`src/rtl/pipelined_decode_unit.sv`:
```
// rtl/pipelined_decode_unit.sv - ID stage for the 16-bit ISA with handshakes, flush, load-use stall and halt
//
// Decodes one instruction per cycle into a registered ID/EX bundle.
// Ports:
//   clk, rst                  clock (rising edge), asynchronous active-high reset
//   in_valid/in_ready         fetch handshake; in_instr word, in_pc is PC+2 of in_instr
//   flush                     branch taken in EX: kill the bundle and discard the fetched word
//   out_valid/out_ready       execute handshake for the ID/EX bundle
//   out_pc .. out_halt        registered decoded fields of the bundle
//   halted                    sticky, set when HLT is accepted
//   stall_count               saturating count of load-use bubbles
module pipelined_decode_unit #(
    parameter int DATA_W    = 16,
    parameter int HAZARD_EN = 1,
    parameter int CNT_W     = 16
) (
    input  logic              clk,
    input  logic              rst,
    input  logic              in_valid,
    output logic              in_ready,
    input  logic [15:0]       in_instr,
    input  logic [DATA_W-1:0] in_pc,
    input  logic              flush,
    output logic              out_valid,
    input  logic              out_ready,
    output logic [DATA_W-1:0] out_pc,
    output logic [3:0]        out_rd,
    output logic [3:0]        out_rs,
    output logic [3:0]        out_rt,
    output logic [DATA_W-1:0] out_imm,
    output logic [3:0]        out_alu_op,
    output logic              out_alu_src1,
    output logic              out_alu_src2,
    output logic              out_mem_read_en,
    output logic              out_mem_write_en,
    output logic              out_reg_write_en,
    output logic              out_reg_write_src,
    output logic              out_branch,
    output logic [2:0]        out_branch_cond,
    output logic              out_halt,
    output logic              halted,
    output logic [CNT_W-1:0]  stall_count
);

    logic [3:0]        op;
    logic [3:0]        d_rs, d_rt, d_alu_op;
    logic [DATA_W-1:0] d_imm;
    logic              d_src1, d_src2, d_mr, d_mw, d_rw, d_rws, d_br, d_halt;
    logic              use_rs, use_rt;
    logic              load_en, hazard;

    assign op = in_instr[15:12];

    always_comb begin
        d_rs     = in_instr[7:4];
        d_rt     = in_instr[3:0];
        d_alu_op = 4'd0;
        d_imm    = {{(DATA_W-4){in_instr[3]}}, in_instr[3:0]};
        d_src1   = 1'b0;
        d_src2   = 1'b0;
        d_mr     = 1'b0;
        d_mw     = 1'b0;
        d_rw     = 1'b0;
        d_rws    = 1'b0;
        d_br     = 1'b0;
        d_halt   = 1'b0;
        use_rs   = 1'b1;
        use_rt   = 1'b0;
        case (op)
            4'h0: begin d_alu_op = 4'd0; d_rw = 1'b1; use_rt = 1'b1; end  // ADD
            4'h1: begin d_alu_op = 4'd1; d_rw = 1'b1; use_rt = 1'b1; end  // SUB
            4'h2: begin d_alu_op = 4'd2; d_rw = 1'b1; use_rt = 1'b1; end  // XOR
            4'h3: begin d_alu_op = 4'd8; d_rw = 1'b1; use_rt = 1'b1; end  // RED
            4'h4: begin d_alu_op = 4'd4; d_src2 = 1'b1; d_rw = 1'b1; end  // SLL
            4'h5: begin d_alu_op = 4'd5; d_src2 = 1'b1; d_rw = 1'b1; end  // SRA
            4'h6: begin d_alu_op = 4'd6; d_src2 = 1'b1; d_rw = 1'b1; end  // ROR
            4'h7: begin d_alu_op = 4'd9; d_rw = 1'b1; use_rt = 1'b1; end  // PADDSB
            4'h8: begin                                                    // LW
                d_alu_op = 4'd10; d_src2 = 1'b1; d_mr = 1'b1;
                d_rw = 1'b1; d_rws = 1'b1;
                d_imm = {{(DATA_W-5){in_instr[3]}}, in_instr[3:0], 1'b0};
            end
            4'h9: begin                                                    // SW: store data comes from rd field
                d_alu_op = 4'd10; d_src2 = 1'b1; d_mw = 1'b1;
                d_rt = in_instr[11:8]; use_rt = 1'b1;
                d_imm = {{(DATA_W-5){in_instr[3]}}, in_instr[3:0], 1'b0};
            end
            4'hA, 4'hB: begin                                              // LLB/LHB read-modify-write rd
                d_alu_op = (op == 4'hA) ? 4'd11 : 4'd12;
                d_src2 = 1'b1; d_rw = 1'b1;
                d_rs = in_instr[11:8];
                d_imm = {{(DATA_W-8){1'b0}}, in_instr[7:0]};
            end
            4'hC: begin                                                    // B: PC-relative, halfword offset
                d_alu_op = 4'd10; d_src1 = 1'b1; d_src2 = 1'b1; d_br = 1'b1;
                use_rs = 1'b0;
                d_imm = {{(DATA_W-10){in_instr[8]}}, in_instr[8:0], 1'b0};
            end
            4'hD: begin d_alu_op = 4'd13; d_br = 1'b1; end                // BR
            4'hE: begin d_alu_op = 4'd13; d_src1 = 1'b1; d_rw = 1'b1; use_rs = 1'b0; end // PCS
            default: begin d_halt = 1'b1; use_rs = 1'b0; end               // HLT
        endcase
    end

    assign load_en = !out_valid || out_ready;

    // Only a load sitting in the output register can create a load-use hazard;
    // once the bubble is loaded out_valid drops and the hazard clears itself.
    assign hazard = (HAZARD_EN != 0) && out_valid && out_mem_read_en && in_valid &&
                    ((use_rs && (out_rd == d_rs)) || (use_rt && (out_rd == d_rt)));

    // During flush the fetched word is taken and thrown away, so fetch may advance.
    assign in_ready = flush || (load_en && !hazard && !halted);

    always_ff @(posedge clk or posedge rst) begin
        if (rst) begin
            out_valid         <= 1'b0;
            out_pc            <= '0;
            out_rd            <= '0;
            out_rs            <= '0;
            out_rt            <= '0;
            out_imm           <= '0;
            out_alu_op        <= '0;
            out_alu_src1      <= 1'b0;
            out_alu_src2      <= 1'b0;
            out_mem_read_en   <= 1'b0;
            out_mem_write_en  <= 1'b0;
            out_reg_write_en  <= 1'b0;
            out_reg_write_src <= 1'b0;
            out_branch        <= 1'b0;
            out_branch_cond   <= '0;
            out_halt          <= 1'b0;
            halted            <= 1'b0;
            stall_count       <= '0;
        end else if (flush) begin
            out_valid <= 1'b0;
        end else if (load_en) begin
            if (hazard) begin
                out_valid <= 1'b0;
                if (stall_count != {CNT_W{1'b1}})
                    stall_count <= stall_count + CNT_W'(1);
            end else if (in_valid && !halted) begin
                out_valid         <= 1'b1;
                out_pc            <= in_pc;
                out_rd            <= in_instr[11:8];
                out_rs            <= d_rs;
                out_rt            <= d_rt;
                out_imm           <= d_imm;
                out_alu_op        <= d_alu_op;
                out_alu_src1      <= d_src1;
                out_alu_src2      <= d_src2;
                out_mem_read_en   <= d_mr;
                out_mem_write_en  <= d_mw;
                out_reg_write_en  <= d_rw;
                out_reg_write_src <= d_rws;
                out_branch        <= d_br;
                out_branch_cond   <= in_instr[11:9];
                out_halt          <= d_halt;
                if (d_halt)
                    halted <= 1'b1;
            end else begin
                out_valid <= 1'b0;
            end
        end
    end

endmodule

```
`config.mk`:
```
export PLATFORM = sky130hd
export DESIGN_NAME = pipelined_decode_unit
export DESIGN_NICKNAME = d
export VERILOG_FILES = /design/src/rtl/pipelined_decode_unit.sv
export SDC_FILE = /design/constraint.sdc
export NUM_CORES = 1
export LEC_CHECK = 0
export BUFFER_PORTS_ARGS = -buffer_cell sky130_fd_sc_hd__buf_2
export CAP_MARGIN = 30
export CORE_ASPECT_RATIO = 0.7
export CORE_MARGIN = 5
export CORE_UTILIZATION = 45
export DETAILED_ROUTE_END_ITERATION = 8
export GPL_ROUTABILITY_DRIVEN = 0
export PLACE_DENSITY = 0.75
export SLEW_MARGIN = 20
export SYNTH_ARGS = -nofsm -noshare
export SYNTH_HDL_FRONTEND = slang
export SYNTH_SLANG_ARGS = --single-unit
```
`constraint.sdc`:
```
create_clock -name clk -period 2.5 [get_ports clk]
set_input_delay 0.125 -clock clk [delete_from_list [all_inputs] [get_ports clk]]
set_output_delay 0.125 -clock clk [all_outputs]
set_load 0.02 [all_outputs]
```
==> reports/metrics.yaml, run 1 <==
sta:
  period_share_pct: 91.5
  whs_ns: 0.0227
  max_freq_mhz: 437
  tightest_slew_ns: 0.584
  finalCriticalPeriod_ns: 2.29
  hold_viol_final: 0
  slew_violations: 0
  fin_skew_ns: 0.00818
  max_slew_margin_pct: 60.7
  finalSetupTns_ns: 0
  rsz0062_at_grt: "no"
  setup_viol: 0
clock_network:
  root_buffer: "clkbuf_8"
  clock-sinks: 67
  cts_tree: "done"
  htreeDepth: 3
  cts_buffers: 9
  clock_path_buffers: 2
  post_cts_buffers: 0
  clk_pin_slew_ns: 0.08
  clk_latency_ns: 0.35
detailed_routing:
  wl_per_cell_um: 15.8
  vias: 2655
  avgViaCountPerCell: 4.98
  route.detailed.drc: 0
  antenna_left: 0
  routed_wl_um: 8420
  initialDrtViolationCount: 129
  dr.pass1.iters: 4
power:
  pwr-share-comb_pct: 12.0
  power_switching_mw: 0.618
  swShare_pct: 24.2
  max-vdd-ir-drop_uv: 302
  cellPowerDensity_nw_per_um2: 566
  seqPwrFrac_pct: 44.3
  p_leak_nw: 2.55
  p_int_mw: 1.94
  pwr-share-clk_pct: 43.7
  power_mw: 2.56
synthesis:
  synth-seq-cells: 67
  synthArstFlopShare_pct: 100
  syn_nets: 325
  ys_warn_count: 0
  synthTopCellsByArea: "dfrtp_1 50%, mux2_1 13%, mux2i_1 5.7%, xor2_1 3.1%, buf_4 2.9%"
  synth_top_area_share_pct: 50.2
  ys_types: 41
  netlist_area_um2: 3340
  netlist_instances: 287
  syn_avg_cell_area_um2: 11.6
  yosys.area.top_type: "dfrtp_1"
  synth_seq_area_share_pct: 50.2
  synth_edf_count: 0
  ys.flop_type: "dfrtp_1"
job:
  drv_cap: 0
final_layout:
  layout-drive-gt1-share_pct: 37.9
  antennaDiodeCount: 0
  area_growth_pct: 35.5
  nets: 468
  fin_cells: 533
  utilization_pct: 62.3
  fillCellCount: 611
global_routing:
  grt_use_met1_pct: 23.9
  antenna_found_initial: 0
  grt_busiest_layer: "met2"
  grt_util_met3_pct: 5.89
  grt_pass1_vias: 2743
  grtUsageTotal_pct: 18.9
  grt_pass1_wl_um: 13700
  gr-total-overflow: 0
  use_met2_pct: 31.9
  grt_max_degree: 41
critical_path:
  cp.required_ns: 2.73
  reg2regPathDepth: 7
  r2r_start: "stall_count[8]"
  ff2ff_setup_slack_ns: 0.21
  crit_end: "stall_count[1]"
  worstSetupStartpoint: "stall_count[8]"
  crit_fanout: 7
  r2r_end: "stall_count[1]"
  start_kind: "register"
  end_kind: "register"
  arrival_ns: 2.52
  worstSetupPathType: "register to register"
place:
  dp.cells: 500
  io_buffer_count: 114
  hpwl_um: 6290
die:
  io_pins: 115
  die_area_um2: 9260
  start_util_pct: 46.0
  core-area_um2: 7250
  die_w_um: 113
  rows: 26
  die-height_um: 82.0
hold_path:
  worst_hold_path_type: "input port to register"
status:
  outcome: "finished, final reports clean"
-- per-layer routing --
layer / part of all wire [%] / routed length [µm] / vias to the layer above
met1: 44 / 3710 / 1275
met4: 1.2 / 97 / 0
li1: - / - / 1274
met5: 0 / 0 / -
met2: 47 / 3970 / 93
met3: 7.7 / 648 / 13
-- timing repair --
action                                  CTS  global route
resized for setup                         0             3
hold endpoints to repair                 53             0
endpoints found under the setup margin    0             2
hold buffers                             16             0
-- worst max-delay path: stages, from the launching register on --
cell,delay (ns)
dfrtp_1,0.42
and4_1,0.23
and3_1,0.23
nand4_1,0.17
o31a_1,0.37
o21ai_2,0.18
buf_4,0.23
mux2_2,0.33
-- cells by family (layout without fill, tap and decap cells) --
| logic type | after synthesis | in the layout | synth area share (%) |
|---|---|---|---|
| buffers and inverters | 40 | 188 | 6.90 |
| muxes | 62 | 62 | 20.2 |
| AOI/OAI and AO/OA | 27 | 27 | 5.10 |
| and+or+nand+nor | 69 | 69 | 11.7 |
| DFF | 67 | 67 | 50.2 |
| adders and majority gates | 1 | 1 | 0.375 |
| xor gates and xnor gates | 21 | 21 | 5.51 |
-- cells in the final DEF, fill, tap and decap left out, drive strengths merged, types with 9 or more instances in the layout --
cell	n
buf	138
dfrtp	67
mux2	43
mux2i	19
inv	18
dlygate4sd3	16
nand2	13
xor2	12
clkbuf	10
xnor2	9
nor2	9
o21ai	9
-- worst min-delay path by stage --
stage / depth (start not counted) / start / to / slack [ns]
after floorplan: 1 / flush / out_valid / 0.23
after global placement: 2 / in_pc[11] / out_pc[11] / 0.33
after detailed placement: 2 / rst / out_pc[11] / 0.34
after CTS: 2 / in_pc[1] / out_pc[1] / 0.009
after global routing: 2 / in_pc[1] / out_pc[1] / 0.01
final: 2 / in_pc[2] / out_pc[2] / 0.02
-- state kept, by name, indices dropped and copies added, names as in the netlist --
signal	cells
out_imm	10
out_alu_src2	1
out_alu_src1	1
out_reg_write_src	1
out_rd	4
out_pc	16
out_alu_op	4
out_branch	1
out_reg_write_en	1
out_rt	4
out_mem_write_en	1
stall_count	16
out_rs	4
out_valid	1
out_halt	1
halted	1
-- per-stage QoR --
step / cell area, µm² / setup slack, ns
after global routing: 4520 / 0.0715
after global placement: 4070 / 0.0956
after floorplan: 3340 / 0.240
after detailed placement: 4070 / -0.0631
after CTS: 4480 / 0.0227
final: 4520 / 0.212
-- final cells by class --
cell class / count / area [µm²] / area share (%)
Sequential cell: 67 / 1680 / 37.1
Multi-Input combinational cell: 180 / 1450 / 32.0
Timing Repair Buffer: 154 / 956 / 21.1
Clock buffer: 10 / 138 / 3.04
Tap cell: 98 / 123 / 2.71
Clock inverter: 6 / 113 / 2.49
Inverter: 18 / 67.6 / 1.49
-- synthesized netlist by cell type, drive strengths merged, types with 5 or more instances --
cell,number
a21oi,6
buf,18
dfrtp,67
inv,18
mux2,43
mux2i,19
nand2,13
nand2b,6
nand3,7
nor2,9
nor2b,5
nor3,5
nor4,8
o21ai,9
xnor2,9
xor2,12
-- power by group through the flow --
stage / Combinational (mW) / Clock (mW) / Sequential (mW)
CTS: 0.301 / 1.15 / 1.13
finish: 0.307 / 1.12 / 1.13
floorplan: 0.125 / 0 / 1.19
detailed placement: 0.281 / 0 / 1.16
global route: 0.336 / 1.20 / 1.14
global placement: 0.274 / 0 / 1.15
No activity file was read; power rests on OpenSTA's default activity.
==> inputs of run 2 (changes only) <==
Settings changed: CORE_UTILIZATION 45 to 40, PLACE_DENSITY 0.75 to 0.68.
==> reports/metrics.yaml, run 2 (same netlist as run 1, synthesis figures left out) <==
power:
  cellPowerDensity_nw_per_um2: 605  # was 566 nW/µm²
  p_leak_nw: 2.47  # was 2.55 nW
  max-vdd-ir-drop_uv: 350  # was 302 µV
  power_mw: 2.63  # was 2.56 mW
clock_network:
  htreeDepth: 3  # unchanged
  clock_path_buffers: 2  # unchanged
  root_buffer: "clkbuf_16"  # was clkbuf_8
  clk_pin_slew_ns: 0.05  # was 0.08 ns
  clock-sinks: 67  # unchanged
  cts_tree: "done"  # unchanged
  post_cts_buffers: 0  # unchanged
  cts_buffers: 9  # unchanged
  clk_latency_ns: 0.33  # was 0.35 ns
detailed_routing:
  vias: 2572  # was 2655
  wl_per_cell_um: 16.2  # was 15.8 µm
  routed_wl_um: 8290  # was 8420 µm
  avgViaCountPerCell: 5.01  # was 4.98
  dr.pass1.iters: 4  # unchanged
  route.detailed.drc: 0  # unchanged
  antenna_left: 0  # unchanged
  initialDrtViolationCount: 145  # was 129
final_layout:
  final_cell_mix: "114 x buf_2, 67 x dfrtp_1, 38 x mux2_1"  # unchanged
  area_growth_pct: 30.3  # was 35.5%
  layout_commonest_cell: "buf_2"  # unchanged
  largestRegisters: "out_pc x16, stall_count x16, out_imm x10"  # unchanged
  layout-drive-gt1-share_pct: 36.2  # was 37.9%
  antennaDiodeCount: 0  # unchanged
  fin_cells: 513  # was 533
  nets: 447  # was 468
  fillCellCount: 735  # was 611
die:
  die_area_um2: 10300  # was 9260 µm²
  die_w_um: 119  # was 113 µm
  rows: 27  # was 26
  io_pins: 115  # unchanged
  start_util_pct: 41.7  # was 46.0%
  die-height_um: 86.4  # was 82.0 µm
  core-area_um2: 8010  # was 7250 µm²
critical_path:
  cp_cell_sequence: "buf_2 > and4bb_1 > mux2i_1 > xnor2_1 > nor4_1 > or2_1 > buf_4 > a21oi_1 > a21o_1 > buf_2"  # was and4_1 > and3_1 > nand4_1 > o31a_1 > o21ai_2 > buf_4 > mux2_2
  r2r_end: "out_pc[4]"  # was stall_count[1]
  crit_end: "in_ready"  # was stall_count[1]
  end_kind: "output pin"  # was register
  worstSetupStartpoint: "in_instr[13]"  # was stall_count[8]
  r2r_start: "out_rd[0]"  # was stall_count[8]
  crit_fanout: 4  # was 7
  crit_top_cell: "buf_2"
  slowest_stage: "and4bb_1"  # was dfrtp_1
  start_kind: "input port"  # was register
  arrival_ns: 2.13  # was 2.52 ns
  path_buf_inv: 3  # was 1
  cp.required_ns: 2.38  # was 2.73 ns
  path_depth: 10  # was 7
  path_delay_family: "simple AND/OR/NAND/NOR gates"  # unchanged
  ff2ff_setup_slack_ns: 0.29  # was 0.21 ns
  max_stage_delay_ns: 0.39  # was 0.42 ns
  reg2regPathDepth: 8  # was 7
  worstSetupPathType: "input port to output pin"  # was register to register
sta:
  setup_ws_ns: 0.242  # was 0.212 ns
  fin_skew_ns: 0.00750  # was 0.00818 ns
  max_freq_mhz: 443  # was 437 MHz
  slew_violations: 0  # unchanged
  finalCriticalPeriod_ns: 2.26  # was 2.29 ns
  finalSetupTns_ns: 0  # unchanged
  max_slew_margin_pct: 56.0  # was 60.7%
  hold_viol_final: 0  # unchanged
  tightest_slew_ns: 0.659  # was 0.584 ns
  rsz0062_at_grt: "no"  # unchanged
  whs_ns: 0.00713  # was 0.0227 ns
  period_share_pct: 90.3  # was 91.5%
  setup_viol: 0  # unchanged
place:
  io_buffer_count: 114  # unchanged
  hpwl_um: 6300  # was 6290 µm
  dp.cells: 494  # was 500
  place_ws_ns: -0.0368  # was -0.0631 ns
status:
  outcome: "finished, final reports clean"  # unchanged
hold_path:
  worst_hold_path_type: "input port to register"  # unchanged
job:
  drv_cap: 0  # unchanged
global_routing:
  gr-total-overflow: 0  # unchanged
  grt_pass1_wl_um: 13500  # was 13700 µm
  antenna_found_initial: 0  # unchanged
  grt_max_degree: 39  # was 41
  grt_pass1_vias: 2595  # was 2743
  grtUsageTotal_pct: 16.6  # was 18.9%
==> run 2: worst min-delay path by stage <==
stage                    from         end  slack, ns  cells after the start
floorplan               flush   out_valid       0.23                      1
global placement          rst   out_pc[8]       0.25                      2
detailed placement        rst   out_pc[8]       0.26                      2
CTS                 in_pc[13]  out_pc[13]      0.001                      2
global route        in_pc[12]  out_pc[12]      0.003                      2
finish              in_pc[12]  out_pc[12]      0.007                      2
==> run 2: timing repair <==
| action | in CTS | in global routing |
|---|---|---|
| hold buffers | 5 | 0 |
| gates resized for setup | 0 | 0 |
| endpoints found under the hold margin | 33 | 0 |
| endpoints found under the setup margin | 0 | 0 |
==> run 2: worst reg2reg max path, delay by kind of cell (launching register included) <==
kind,cells,cell delay [ns]
DFF,1,0.45
AOI/OAI and AO/OA,2,0.50
and+or+nand+nor,4,0.63
muxes,1,0.33
buffers and inverters,1,0.18
==> run 2: metal layers <==
| layer | up-vias | GRT usage (%) | share of wire [%] |
|---|---|---|---|
| met5 | - | 0 | 0 |
| met1 | 1240 | 22.1 | 47 |
| li1 | 1231 | - | - |
| met3 | 14 | 5.68 | 6.2 |
| met2 | 87 | 25.4 | 45 |
| met4 | 0 | 6.10 | 1.3 |
==> run 2: final cells by class <==
class / instances / area (µm²) / area share [%]
Clock inverter: 3 / 40.0 / 0.921
Inverter: 18 / 67.6 / 1.55
Sequential cell: 67 / 1680 / 38.6
Tap cell: 101 / 126 / 2.91
Clock buffer: 11 / 243 / 5.58
Timing Repair Buffer: 133 / 763 / 17.6
Multi-Input combinational cell: 180 / 1430 / 32.9
==> run 2: power by group <==
part / internal [mW] / switching, mW
Sequential: 1.12 / 0.0196
Combinational: 0.116 / 0.165
Clock: 0.783 / 0.430
==> run 2: per-stage QoR <==
| stage | area, µm² | utilization [%] |
|---|---|---|
| after floorplan | 3340 | - |
| after global placement | 4020 | 50.1 |
| after detailed placement | 4020 | 50.1 |
| after CTS | 4350 | 54.3 |
| after global routing | 4350 | 54.3 |
| final | 4350 | 54.3 |
==> inputs of run 3 (changes only) <==
Settings changed: MAX_ROUTING_LAYER from default to met4.
==> reports/metrics.yaml, run 3 (same netlist as run 1, synthesis figures left out) <==
power:
  pwr-share-clk_pct: 46.2  # was 46.1%
  p_leak_nw: 2.47  # unchanged
  swShare_pct: 23.4  # about the same
  p_int_mw: 2.02  # about the same
  pwr-share-comb_pct: 10.7  # about the same
  power_mw: 2.63  # about the same
  max-vdd-ir-drop_uv: 352  # was 350 µV
  power_switching_mw: 0.617  # was 0.614 mW
  seqPwrFrac_pct: 43.1  # was 43.2%
  cellPowerDensity_nw_per_um2: 606  # was 605 nW/µm²
sta:
  period_share_pct: 90.4  # was 90.3%
  fin_skew_ns: 0.00808  # was 0.00750 ns
  tightest_slew_ns: 0.660  # was 0.659 ns
  max_slew_margin_pct: 55.9  # was 56.0%
  hold_viol_final: 0  # unchanged
  slew_violations: 0  # unchanged
  max_freq_mhz: 443  # about the same
  setup_viol: 0  # unchanged
  finalCriticalPeriod_ns: 2.26  # about the same
  rsz0062_at_grt: "no"  # unchanged
final_layout:
  largestRegisters: "out_pc x16, stall_count x16, out_imm x10"  # unchanged
  fillCellCount: 735  # unchanged
  final_cell_mix: "114 x buf_2, 67 x dfrtp_1, 38 x mux2_1"  # unchanged
  fin_cells: 513  # unchanged
  antennaDiodeCount: 0  # unchanged
  nets: 447  # unchanged
  register_area_um2: 1680  # unchanged
  multiInputGateArea_um2: 1430  # unchanged
  stdcell_area_um2: 4350  # unchanged
  area_growth_pct: 30.3  # unchanged
  layout_commonest_cell: "buf_2"  # unchanged
  layout-drive-gt1-share_pct: 36.2  # unchanged
die:
  die-height_um: 86.4  # unchanged
  core-area_um2: 8010  # unchanged
  rows: 27  # unchanged
  io_pins: 115  # unchanged
  die_w_um: 119  # unchanged
  die_area_um2: 10300  # unchanged
  start_util_pct: 41.7  # unchanged
critical_path:
  r2r_start: "out_rd[0]"  # unchanged
  worstSetupStartpoint: "in_instr[13]"  # unchanged
  start_kind: "input port"  # unchanged
  reg2regPathDepth: 8  # unchanged
  end_kind: "output pin"  # unchanged
  cp.required_ns: 2.38  # about the same
  r2r_end: "out_rt[0]"  # was out_pc[4]
  ff2ff_setup_slack_ns: 0.29  # about the same
  arrival_ns: 2.13  # about the same
  worstSetupPathType: "input port to output pin"  # unchanged
  crit_fanout: 4  # unchanged
place:
  io_buffer_count: 114  # unchanged
  dpl_cell_area_um2: 4020  # unchanged
  dp.cells: 494  # unchanged
  hpwl_um: 6300  # unchanged
detailed_routing:
  vias: 2557  # was 2572
  initialDrtViolationCount: 183  # was 145
  route.detailed.drc: 0  # unchanged
  wl_per_cell_um: 16.2  # about the same
  antenna_left: 0  # unchanged
  routed_wl_um: 8290  # about the same
  dr.pass1.iters: 4  # unchanged
  avgViaCountPerCell: 4.98  # was 5.01
global_routing:
  grt_pass1_vias: 2598  # was 2595
  grtUsageTotal_pct: 17.2  # was 16.6%
  antenna_found_initial: 0  # unchanged
  gr-total-overflow: 0  # unchanged
  grt_max_degree: 39  # unchanged
  grt_pass1_wl_um: 13500  # about the same
status:
  outcome: "finished, final reports clean"  # unchanged
job:
  drv_cap: 0  # unchanged
clock_network:
  clk_pin_slew_ns: 0.05  # about the same
  cts_buffers: 9  # unchanged
  clock-sinks: 67  # unchanged
  cts_resized: 0  # unchanged
  clk_latency_ns: 0.33  # about the same
  clock_path_buffers: 2  # unchanged
  htreeDepth: 3  # unchanged
  cts_tree: "done"  # unchanged
  root_buffer: "clkbuf_16"  # unchanged
hold_path:
  min_path_cells: 2  # unchanged
  min_from: "in_pc[12]"  # unchanged
  worst_hold_path_type: "input port to register"  # unchanged
  hold_end: "out_pc[12]"  # unchanged
==> run 3: cell counts in the layout (fill, tap and decap cells not counted) <==
Identical to the previous run, type by type.
==> run 3: worst max-delay path: stages <==
cell and delay [ns]:
buf_2 0.11, and4bb_1 0.39, mux2i_1 0.35, xnor2_1 0.11, nor4_1 0.35, or2_1 0.19
buf_4 0.11, a21oi_1 0.06, a21o_1 0.17, buf_2 0.15
==> run 3: how the worst max path moves through the flow <==
stage,endpoint,slack [ns],cells after the start
2_1_floorplan,stall_count[1],0.24,7
3_3_place_gp,out_pc[1],0.008,9
3_5_place_dp,out_pc[11],-0.04,9
4_1_cts,in_ready,0.21,10
5_1_grt,in_ready,0.11,10
6_report,in_ready,0.24,10
==> run 3: routing by layer <==
layer  global-route usage, %  vias up  routed length (µm)
met5                       -        -                   0
met4                    6.10        0                 107
met3                    4.76       10                 409
met2                    25.4       77                3740
met1                    22.8     1242                4040
li1                        -     1228                   -
==> run 3: power groups by stage <==
| stage | clock network (mW) | logic, mW | registers (mW) |
|---|---|---|---|
| after floorplan | 0 | 0.125 | 1.19 |
| after global placement | 0 | 0.273 | 1.15 |
| after detailed placement | 0 | 0.278 | 1.15 |
| after CTS | 1.24 | 0.285 | 1.14 |
| after global routing | 1.30 | 0.308 | 1.14 |
| final | 1.22 | 0.281 | 1.14 |
==> run 3: repair_timing <==
item / in CTS / in global routing
hold buffers: 5 / 0
setup buffers: 0 / 0
setup endpoints to repair: 0 / 0
hold endpoints to repair: 33 / 0
==> run 3: layout make-up <==
type                       instances  area share [%]
clock inverter                     3           0.921
timing repair buffer             133            17.6
tap                              101            2.91
inverter                          18            1.55
multi-input combinational        180            32.9
clock buffer                      11            5.58
sequential                        67            38.6
==> run 3: metrics by stage <==
stage | TNS, ns | util [%] | setup WS (ns) | hold WS [ns]
6_report | 0 | 54.3 | 0.241 | 0.00745
5_1_grt | 0 | 54.3 | 0.112 | 0.00338
4_1_cts | 0 | 54.3 | 0.213 | 0.00117
3_5_place_dp | -0.663 | 50.1 | -0.0368 | 0.262
3_3_place_gp | 0 | 50.1 | 0.00830 | 0.249
2_1_floorplan | 0 | - | 0.240 | 0.234
